### src/rtl/phase_sweep_pkg.sv
// Shared types and code arithmetic for the phase sweep controller.
// Lead/lag mapping is width-agnostic; callers truncate to their code width.
package phase_sweep_pkg;

    localparam int PH_CALC_W = 32;

    typedef enum logic [1:0] {
        IDLE,
        SETTLE,
        DWELL,
        FINISH
    } state_e;

    typedef struct packed {
        logic [PH_CALC_W-1:0] lead;
        logic [PH_CALC_W-1:0] lag;
    } ph_pair_t;

    // diff must arrive zero-extended so the shift is logical within the code width
    function automatic ph_pair_t ph_pair(
        input logic [PH_CALC_W-1:0] cm,
        input logic [PH_CALC_W-1:0] diff
    );
        ph_pair_t p;
        p.lead = cm - (diff >> 1);
        p.lag  = p.lead + diff;
        return p;
    endfunction

endpackage

### src/rtl/phase_sweep_if.sv
// Control/config/status bundle between a calibration master
// and the phase sweep controller.
interface phase_sweep_if #(
    parameter int N_PH  = 7,
    parameter int CNT_W = 16
);
    logic             start;
    logic             abort;
    logic [N_PH-1:0]  cm_code;
    logic [N_PH-1:0]  diff_start;
    logic [N_PH-1:0]  diff_step;
    logic [CNT_W-1:0] n_pts;
    logic [CNT_W-1:0] settle;
    logic [CNT_W-1:0] dwell;
    logic [N_PH-1:0]  lead_code;
    logic [N_PH-1:0]  lag_code;
    logic             busy;
    logic             meas_stb;
    logic [CNT_W-1:0] pt_idx;
    logic             done;

    modport master (
        output start, abort, cm_code, diff_start, diff_step,
        output n_pts, settle, dwell,
        input  lead_code, lag_code, busy, meas_stb, pt_idx, done
    );

    modport slave (
        input  start, abort, cm_code, diff_start, diff_step,
        input  n_pts, settle, dwell,
        output lead_code, lag_code, busy, meas_stb, pt_idx, done
    );
endinterface

### src/rtl/phase_sweep_ctrl_pair_map.sv
// Registered (cm, diff) -> (lead, lag) code conversion; lag - lead == diff.
// Loads only when en is high, otherwise holds the last pair.
module phase_pair_map
    import phase_sweep_pkg::*;
#(
    parameter int N_PH = 7
) (
    input  logic            clk,
    input  logic            rstn,
    input  logic            en,
    input  logic [N_PH-1:0] cm,
    input  logic [N_PH-1:0] diff,
    output logic [N_PH-1:0] lead,
    output logic [N_PH-1:0] lag
);
    logic [N_PH-1:0] lead_q, lead_d;
    logic [N_PH-1:0] lag_q, lag_d;
    ph_pair_t        pair;

    always_comb begin
        pair   = ph_pair(PH_CALC_W'(cm), PH_CALC_W'(diff));
        lead_d = lead_q;
        lag_d  = lag_q;
        if (en) begin
            lead_d = N_PH'(pair.lead);
            lag_d  = N_PH'(pair.lag);
        end
    end

    always_ff @(posedge clk or negedge rstn) begin
        if (!rstn) begin
            lead_q <= '0;
            lag_q  <= '0;
        end else begin
            lead_q <= lead_d;
            lag_q  <= lag_d;
        end
    end

    assign lead = lead_q;
    assign lag  = lag_q;
endmodule

### src/rtl/phase_sweep_ctrl.sv
// Sweeps the differential phase code of a lead/lag clock pair around a
// fixed common-mode code, with settle/dwell per point and a measure strobe.
module phase_sweep_ctrl
    import phase_sweep_pkg::*;
#(
    parameter int N_PH  = 7,
    parameter int CNT_W = 16
) (
    input logic         clk,
    input logic         rstn,
    phase_sweep_if.slave sif
);
    localparam logic [CNT_W-1:0] ONE = CNT_W'(1);

    state_e           state_q, state_d;
    logic [CNT_W-1:0] cnt_q, cnt_d;
    logic [CNT_W-1:0] pt_q, pt_d;
    logic [CNT_W-1:0] last_q, last_d;
    logic [CNT_W-1:0] settle_q, settle_d;
    logic [CNT_W-1:0] dwell_q, dwell_d;
    logic [N_PH-1:0]  cm_q, cm_d;
    logic [N_PH-1:0]  step_q, step_d;
    logic [N_PH-1:0]  diff_q, diff_d;
    logic             busy_q, busy_d;
    logic             stb_q, stb_d;
    logic             done_q, done_d;
    logic             map_en;
    logic [CNT_W-1:0] dwell_in;
    logic [N_PH-1:0]  lead, lag;

    assign dwell_in = (sif.dwell == '0) ? ONE : sif.dwell;

    always_comb begin
        state_d  = state_q;
        cnt_d    = cnt_q;
        pt_d     = pt_q;
        last_d   = last_q;
        settle_d = settle_q;
        dwell_d  = dwell_q;
        cm_d     = cm_q;
        step_d   = step_q;
        diff_d   = diff_q;
        map_en   = 1'b0;
        unique case (state_q)
            IDLE: begin
                if (sif.start) begin
                    cm_d     = sif.cm_code;
                    step_d   = sif.diff_step;
                    settle_d = sif.settle;
                    dwell_d  = dwell_in;
                    last_d   = (sif.n_pts == '0) ? '0 : sif.n_pts - ONE;
                    diff_d   = sif.diff_start;
                    pt_d     = '0;
                    map_en   = 1'b1;
                    if (sif.settle != '0) begin
                        state_d = SETTLE;
                        cnt_d   = sif.settle;
                    end else begin
                        state_d = DWELL;
                        cnt_d   = dwell_in;
                    end
                end
            end
            SETTLE: begin
                if (cnt_q == ONE) begin
                    state_d = DWELL;
                    cnt_d   = dwell_q;
                end else begin
                    cnt_d = cnt_q - ONE;
                end
            end
            DWELL: begin
                if (cnt_q != ONE) begin
                    cnt_d = cnt_q - ONE;
                end else if (pt_q == last_q) begin
                    state_d = FINISH;
                end else begin
                    diff_d = diff_q + step_q;
                    pt_d   = pt_q + ONE;
                    map_en = 1'b1;
                    if (settle_q != '0) begin
                        state_d = SETTLE;
                        cnt_d   = settle_q;
                    end else begin
                        state_d = DWELL;
                        cnt_d   = dwell_q;
                    end
                end
            end
            FINISH: state_d = IDLE;
            default: state_d = IDLE;
        endcase
        // abort overrides any point advance computed above
        if (state_q != IDLE && sif.abort) begin
            state_d = IDLE;
            cnt_d   = cnt_q;
            pt_d    = pt_q;
            diff_d  = diff_q;
            map_en  = 1'b0;
        end
        busy_d = (state_d != IDLE);
        stb_d  = (state_d == DWELL) && (cnt_d == ONE);
        done_d = (state_d == FINISH);
    end

    always_ff @(posedge clk or negedge rstn) begin
        if (!rstn) begin
            state_q  <= IDLE;
            cnt_q    <= '0;
            pt_q     <= '0;
            last_q   <= '0;
            settle_q <= '0;
            dwell_q  <= '0;
            cm_q     <= '0;
            step_q   <= '0;
            diff_q   <= '0;
            busy_q   <= 1'b0;
            stb_q    <= 1'b0;
            done_q   <= 1'b0;
        end else begin
            state_q  <= state_d;
            cnt_q    <= cnt_d;
            pt_q     <= pt_d;
            last_q   <= last_d;
            settle_q <= settle_d;
            dwell_q  <= dwell_d;
            cm_q     <= cm_d;
            step_q   <= step_d;
            diff_q   <= diff_d;
            busy_q   <= busy_d;
            stb_q    <= stb_d;
            done_q   <= done_d;
        end
    end

    phase_pair_map #(.N_PH(N_PH)) u_map (
        .clk  (clk),
        .rstn (rstn),
        .en   (map_en),
        .cm   (cm_d),
        .diff (diff_d),
        .lead (lead),
        .lag  (lag)
    );

    assign sif.lead_code = lead;
    assign sif.lag_code  = lag;
    assign sif.busy      = busy_q;
    assign sif.meas_stb  = stb_q;
    assign sif.done      = done_q;
    assign sif.pt_idx    = pt_q;
endmodule
### src/flat_wrapper.sv
// flat-port wrapper written by rule: the top's interface ports become plain ports
module phase_sweep_ctrl_flat import phase_sweep_pkg::*;
#(
    parameter int N_PH  = 7,
    parameter int CNT_W = 16
)
  (clk, rstn, sif_start, sif_abort, sif_cm_code, sif_diff_start, sif_diff_step, sif_n_pts, sif_settle, sif_dwell, sif_lead_code, sif_lag_code, sif_busy, sif_meas_stb, sif_pt_idx, sif_done);
  phase_sweep_if #(.N_PH(N_PH), .CNT_W(CNT_W)) sif_i ();
  input logic clk;
  input logic rstn;
  input wire logic [$bits(sif_i.start)-1:0] sif_start;
  input wire logic [$bits(sif_i.abort)-1:0] sif_abort;
  input wire logic [$bits(sif_i.cm_code)-1:0] sif_cm_code;
  input wire logic [$bits(sif_i.diff_start)-1:0] sif_diff_start;
  input wire logic [$bits(sif_i.diff_step)-1:0] sif_diff_step;
  input wire logic [$bits(sif_i.n_pts)-1:0] sif_n_pts;
  input wire logic [$bits(sif_i.settle)-1:0] sif_settle;
  input wire logic [$bits(sif_i.dwell)-1:0] sif_dwell;
  output wire logic [$bits(sif_i.lead_code)-1:0] sif_lead_code;
  output wire logic [$bits(sif_i.lag_code)-1:0] sif_lag_code;
  output wire logic [$bits(sif_i.busy)-1:0] sif_busy;
  output wire logic [$bits(sif_i.meas_stb)-1:0] sif_meas_stb;
  output wire logic [$bits(sif_i.pt_idx)-1:0] sif_pt_idx;
  output wire logic [$bits(sif_i.done)-1:0] sif_done;
  assign sif_i.start = sif_start;
  assign sif_i.abort = sif_abort;
  assign sif_i.cm_code = sif_cm_code;
  assign sif_i.diff_start = sif_diff_start;
  assign sif_i.diff_step = sif_diff_step;
  assign sif_i.n_pts = sif_n_pts;
  assign sif_i.settle = sif_settle;
  assign sif_i.dwell = sif_dwell;
  assign sif_lead_code = sif_i.lead_code;
  assign sif_lag_code = sif_i.lag_code;
  assign sif_busy = sif_i.busy;
  assign sif_meas_stb = sif_i.meas_stb;
  assign sif_pt_idx = sif_i.pt_idx;
  assign sif_done = sif_i.done;
  phase_sweep_ctrl #(.N_PH(N_PH), .CNT_W(CNT_W)) u_core (.clk(clk), .rstn(rstn), .sif(sif_i));
endmodule
### config.mk
export PLATFORM = sky130hd
export DESIGN_NAME = phase_sweep_ctrl_flat
export DESIGN_NICKNAME = d
export VERILOG_FILES = /design/src/rtl/phase_sweep_pkg.sv /design/src/rtl/phase_sweep_if.sv /design/src/rtl/phase_sweep_ctrl_pair_map.sv /design/src/rtl/phase_sweep_ctrl.sv /design/src/flat_wrapper.sv
export SDC_FILE = /design/constraint.sdc
export NUM_CORES = 1
export LEC_CHECK = 0
export BUFFER_PORTS_ARGS = -buffer_cell sky130_fd_sc_hd__buf_2
export CAP_MARGIN = 20
export CORE_UTILIZATION = 55
export CTS_CLUSTER_DIAMETER = 100
export DETAILED_ROUTE_END_ITERATION = 16
export GPL_ROUTABILITY_DRIVEN = 0
export PLACE_DENSITY = 0.74
export SLEW_MARGIN = 20
export SYNTH_ARGS = -nofsm -noshare
export SYNTH_HDL_FRONTEND = slang
export SYNTH_SLANG_ARGS = --single-unit
export TNS_END_PERCENT = 1
### constraint.sdc
create_clock -name clk -period 7.1 [get_ports clk]
set_clock_uncertainty 0.15 [all_clocks]
set_input_delay 1.42 -clock clk [delete_from_list [all_inputs] [get_ports clk]]
set_output_delay 1.42 -clock clk [all_outputs]
set_load 0.005 [all_outputs]
Yosys cells after proc, flatten, opt, wreduce, memory -nomap -nowiden
Cells that the tools add are included.
Storage, ports and cells
  register bits: 120
  input port bits: 73
  output and inout port bits: 33
  logic and storage cells: 79
Operators by class
  add/subtract/negate cells: 6
  equal/unequal tests: 12
  mux-type cells: 34
  bitwise logic cells: 1
  reduce and logical (&&, ||, !) cells: 12
Operators by type and width (number)
  two-way mux 16 bit: 12
  case mux 16 bit (3 select lines): 1
  two-way mux 7 bit: 6
  == test 16 x 1 -> 1 bit, second input constant: 2
  logical NOT 16 bit: 2
  case mux 16 bit (2 select lines): 1
  nonzero test 16 bit: 2
  subtractor 16 x 1 -> 16 bit, second input constant: 2
  adder 16 x 1 -> 16 bit, second input constant: 1
  == test 16 bit: 1
  inequality test 16 x 1 -> 1 bit, second input constant: 1
  adder 7 bit: 2
  two-way mux 2 bit: 7
  case mux 7 bit (2 select lines): 1
  == test 2 bit, second input constant: 4
  case mux 2 bit (4 select lines): 1
  subtractor 7 x 6 -> 7 bit: 1
  inequality test 2 bit, second input constant: 3
  nonzero test 2 bit: 3
  AND reduction 5 bit: 1
  two-way mux 1 bit: 4
  == test 2 x 1 -> 1 bit, second input constant: 1
  logical AND 1 bit: 2
  logical NOT 2 bit: 1
  3 further kinds: 3

Depth between registers and ports, before layout
  depth after elaboration: 8
  gate-level depth with buffers: 25
  mapped depth without buffers: 24

Hierarchy
A second synthesis with hierarchy kept.
Unflattened totals
  cells, all modules: 850
  area total of the unflattened synthesis: 7334.5 sq um
Modules (own cells, without submodules)
  phase_sweep_ctrl: times used 1, cells an instance 748, area an instance 6313.6 sq um, seq. area each 2652.5 sq um
  phase_pair_map: times used 1, cells an instance 102, area an instance 1021.0 sq um, seq. area each 350.3 sq um

Worst setup path before layout
Ideal clock, no wire load.
  path type: input to register
  start: input port sif_start
  end: register u_core.u_map.lag_q[6] (netlist: u_core.u_map.lag[6])
  data arrival time: 5.408 ns
  required time: 6.825 ns
  setup slack: 1.418 ns
  stages on the path: 19
  buffers on the path: 3
  cells stage by stage: clkbuf_1 nor3b_2 clkbuf_1 clkbuf_1 mux2i_1 inv_1 ha_1 a21o_1 a21oi_1 xnor2_1 xnor2_1 ha_1 inv_1 o21bai_1 a311oi_1 o211ai_1 a21oi_1 xnor3_1 mux2_2
RTL lines
  from (decl): line flat_wrapper.sv:11  | input wire logic [$bits(sif_i.start)-1:0] sif_start;
  to (signal assigned): line phase_sweep_ctrl_pair_map.sv:36  | lag_q <= lag_d;
  to (decl): line phase_sweep_ctrl_pair_map.sv:17  | logic [N_PH-1:0] lag_q, lag_d;

==> results.md <==
- Result of the run: finished clean
- Post-synthesis area per instance: 8.35 µm²
- Number of global-route vias before repair: 6200
- Worst-Margin Slew: ~0.93 ns
- Area Growth Syn to Fin: 18.1%
- Die height: between 100 and 150 µm
- Crit share post-route: 77.6%
- Number of register bits inferred by synthesis: 120
- Total number of vias: 6684
- Endpoint class of the critical path: register
- Critical path type: register to register
- Adder-cell area share of the yosys netlist: under 10%
- First-pass GRT wire length: 31400 µm
- Time the worst path needs with I/O delays and setup: 5.51 ns
- Filler cell count: roughly 1.1k
- Yosys synthesis warning count: 0
- Final cell utilization of the core: 67.2%
- Placed wire-length estimate after detailed placement: 13900 µm
- Compound-gate portion of the synthesized area: between 10% and 20%
- Buffers from clock root to sink, at most: 2
- Synth Area in XOR/XNOR: 7.68%
- # clock sinks: 120
- Clock H-tree levels: 4
- Number of antenna-violating nets in the routed design: 0
- Cell types occupying the most area after synthesis: dfrtp_1 (42%), nand2_1 (11%), xnor2_1 (5.2%)
- Startpoint types: register
- Post-CTS setup buffer count: 0
- Dominant combinational cell family by area after synthesis: simple AND/OR/NAND/NOR gates
- DRT iter0 DRCs: 564
- Required time reported for the critical path endpoint: 7.25 ns
- VDD IR-drop max: around 0.20 mV
- Antenna cell count: 0
- DRC violations left: 0
- Final instance count without filler cells: between 1k and 1.5k
- Fraction of final layout cells sized beyond drive strength 1: between 15 and 20%
- Worst min-delay path class: register to register
- Share of synthesized area occupied by flip-flops and latches: 41.5%
- Fraction of registers with async set or reset after synthesis: 100%
- TritonCTS clock tree: done
- WL met1: 8860 µm
- Hold-fix buffers at CTS: 0
- Number of enable-type register cells in the synthesized netlist: 0
- Synth Flop Type: dfrtp_1
- Total Negative Setup Slacks: 0 ns
- Die ar.: around 0.014 mm²
- Achievable frequency: around 0.18 GHz
- Worst-case register-to-register setup slack: about 1.6 ns
- Setup repair after global routing missed its margin: false
- Via-per-instance ratio: 5.82
- Horizontal die dimension: between 100 and 150 µm
- Top routing layer in use: met4
- Pwr per Cell Area: 328 mW/mm²
- Clock Root Buffer: clkbuf_16
- Global route total overflow: 0
- TritonCTS Buffers: 17
- Non-Filler Cell Area, Final: 0.00855 mm²
- Share of cell area taken by muxes after synthesis: 1.45%
- Initial cell density of the core: between 50% and 60%
- Highest fanout seen on the critical path: 10
- Maximum number of pins on one net before global-route repair: 73
- Simple-gate share of the synthesized area: 23.4%
- Final WL: 19400 µm
- Count of TritonRoute iterations in the first routing pass: 7
- Row count: 41
- Yosys cell types: 70
- Clock-pin slew of the registers on the worst-case setup and hold paths: 0.05 ns
- Met2 routed wirelength: 8880 µm
- Syn Nets: slightly below 1k
- Lkg Pwr: ~3.9 nW
- Routed length per placed instance: approximately 17 µm
- Hold Fails Final Rpt: 0
- # setup viols final: 0
- IO Pins: 106
- Cell area reported after detailed placement: 0.00792 mm²
- Most area-hungry cell type in the Yosys netlist: dfrtp_1
- Worst Path Arrival: 5.66 ns
- Max-cap viol count: 0
- Post-synth top area share: between 40 and 50%
- Clock Latency Late Sink: approximately 0.42 ns
- DP Cell Count: 1117
- # nets final: 1060
- Normalized max-slew margin: 38.2%
- Floorplan Core Area: 0.0127 mm²
- Post-synthesis instance area: roughly 0.0072 mm²
- Antenna violations before repair: 0
- Post-cts sizing count: 0
- All-layer global routing usage: 30.6%
- Met3 wire length: roughly 1100 µm
- Final Max Tran Viols: 0
- Cells after Synth: between 800 and 900
- Count of input and output buffers: 105
-- where the power goes --
| group | switching (mW) | internal (mW) |
|---|---|---|
| Combinational | 0.487 | 0.394 |
| Sequential | 0.159 | 0.853 |
| Clock | 0.300 | 0.613 |
-- synth_stat cells, drive strengths merged (4+ instances only) --
library cell  number
nand2            216
dfrtp            120
a21oi             73
o21ai             65
nor2              51
xnor2             44
inv               34
clkbuf            29
ha                20
nor4              19
xor2              16
nor3              15
or3               13
nand4             12
buf               10
nand3              9
o31ai              9
nand2b             8
o22ai              7
a21o               6
mux2i              6
a221o              5
o21a               5
a221oi             4
a22oi              4
mux2               4
nand4b             4
nor2b              4
nor3b              4
o21bai             4
or2                4
or4                4
-- routing by layer --
layer	up-vias	GRT usage (%)
met3	49	7.68
met2	259	46.9
met1	3177	41.5
met4	0	12.3
met5	-	0
li1	3199	-
-- registers in the layout (all words and copies together), names as in the netlist, 7 cells and up --
signal,flops
u_core.dwell_q,16
u_core.settle_q,16
u_core.cm_q,7
u_core.step_q,7
u_core.u_map.lag,7
u_core.last_q,16
u_core.sif.pt_idx,16
u_core.u_map.lead,7
u_core.diff_q,7
u_core.cnt_q,16
-- through the flow --
stage	power, mW	worst slack, ns	hold slack, ns
2_1_floorplan	1.62	1.42	0.289
3_3_place_gp	1.86	1.61	0.310
3_5_place_dp	1.88	1.50	0.316
4_1_cts	2.80	1.64	0.327
5_1_grt	2.98	1.17	0.354
6_report	2.81	1.59	0.326
-- kinds of logic after synthesis --
kind of cell / after synthesis
buffers and inverters: 73
AO/OA/AOI/OAI: 209
multiplexers: 10
XOR/XNOR: 61
AND/OR/NAND/NOR: 370
adder cells (fa/ha/maj): 24
flip-flops: 120
-- layout make-up --
class | count | area [µm²] | share of cell area (%)
Clock buffer | 24 | 482 | 5.64
Tap cell | 172 | 215 | 2.52
Clock inverter | 8 | 143 | 1.67
Multi-Input combinational cell | 674 | 3960 | 46.3
Inverter | 34 | 128 | 1.49
Sequential cell | 120 | 3000 | 35.1
Timing Repair Buffer | 117 | 618 | 7.23
-- critical path, stage by stage (launching register included) --
cell and delay [ns]:
dfrtp_1 0.45, nor4_4 0.37, nand2b_1 0.20, nor2_1 0.62, nand2_1 0.32, o31ai_1 0.27, nand2_1 0.08, o21ai_0 0.24
ha_1 0.30, inv_1 0.05, a21o_1 0.17, a21oi_1 0.22, xnor2_1 0.17, xnor2_1 0.17, ha_1 0.26, inv_1 0.10
o21bai_1 0.17, a311oi_1 0.31, o211ai_1 0.14, a21oi_1 0.17, xnor3_1 0.21, mux2_2 0.26
-- worst paths after layout --
| path | end | start | cells past startpoint |
|---|---|---|---|
| setup / recovery | u_core.u_map.lag[6] | u_core.cnt_q[2] | 21 |
| hold / removal | u_core.u_map.lag[0] | u_core.u_map.lag[0] | 2 |
| setup reg to reg | u_core.u_map.lag[6] | u_core.cnt_q[2] | 21 |
| hold reg to reg | u_core.u_map.lag[0] | u_core.u_map.lag[0] | 2 |
| max in group asynchronous | u_core.state_q[1] | rstn | 2 |
| min in group asynchronous | u_core.cnt_q[10] | rstn | 1 |
-- cells in the final DEF, fill, tap and decap left out, drive strengths merged, types with 5 or more instances in the layout --
cell type,n
inv,34
nand3,9
o21ai,65
nor3,15
a21oi,73
nand2b,8
nor4,19
nand2,216
dfrtp,120
or3,13
xor2,16
clkbuf,24
buf,117
o31ai,9
a21o,6
xnor2,44
ha,20
mux2i,6
a221o,5
o21a,5
nand4,12
nor2,51
o22ai,7
(Power assumes the default switching activity.)
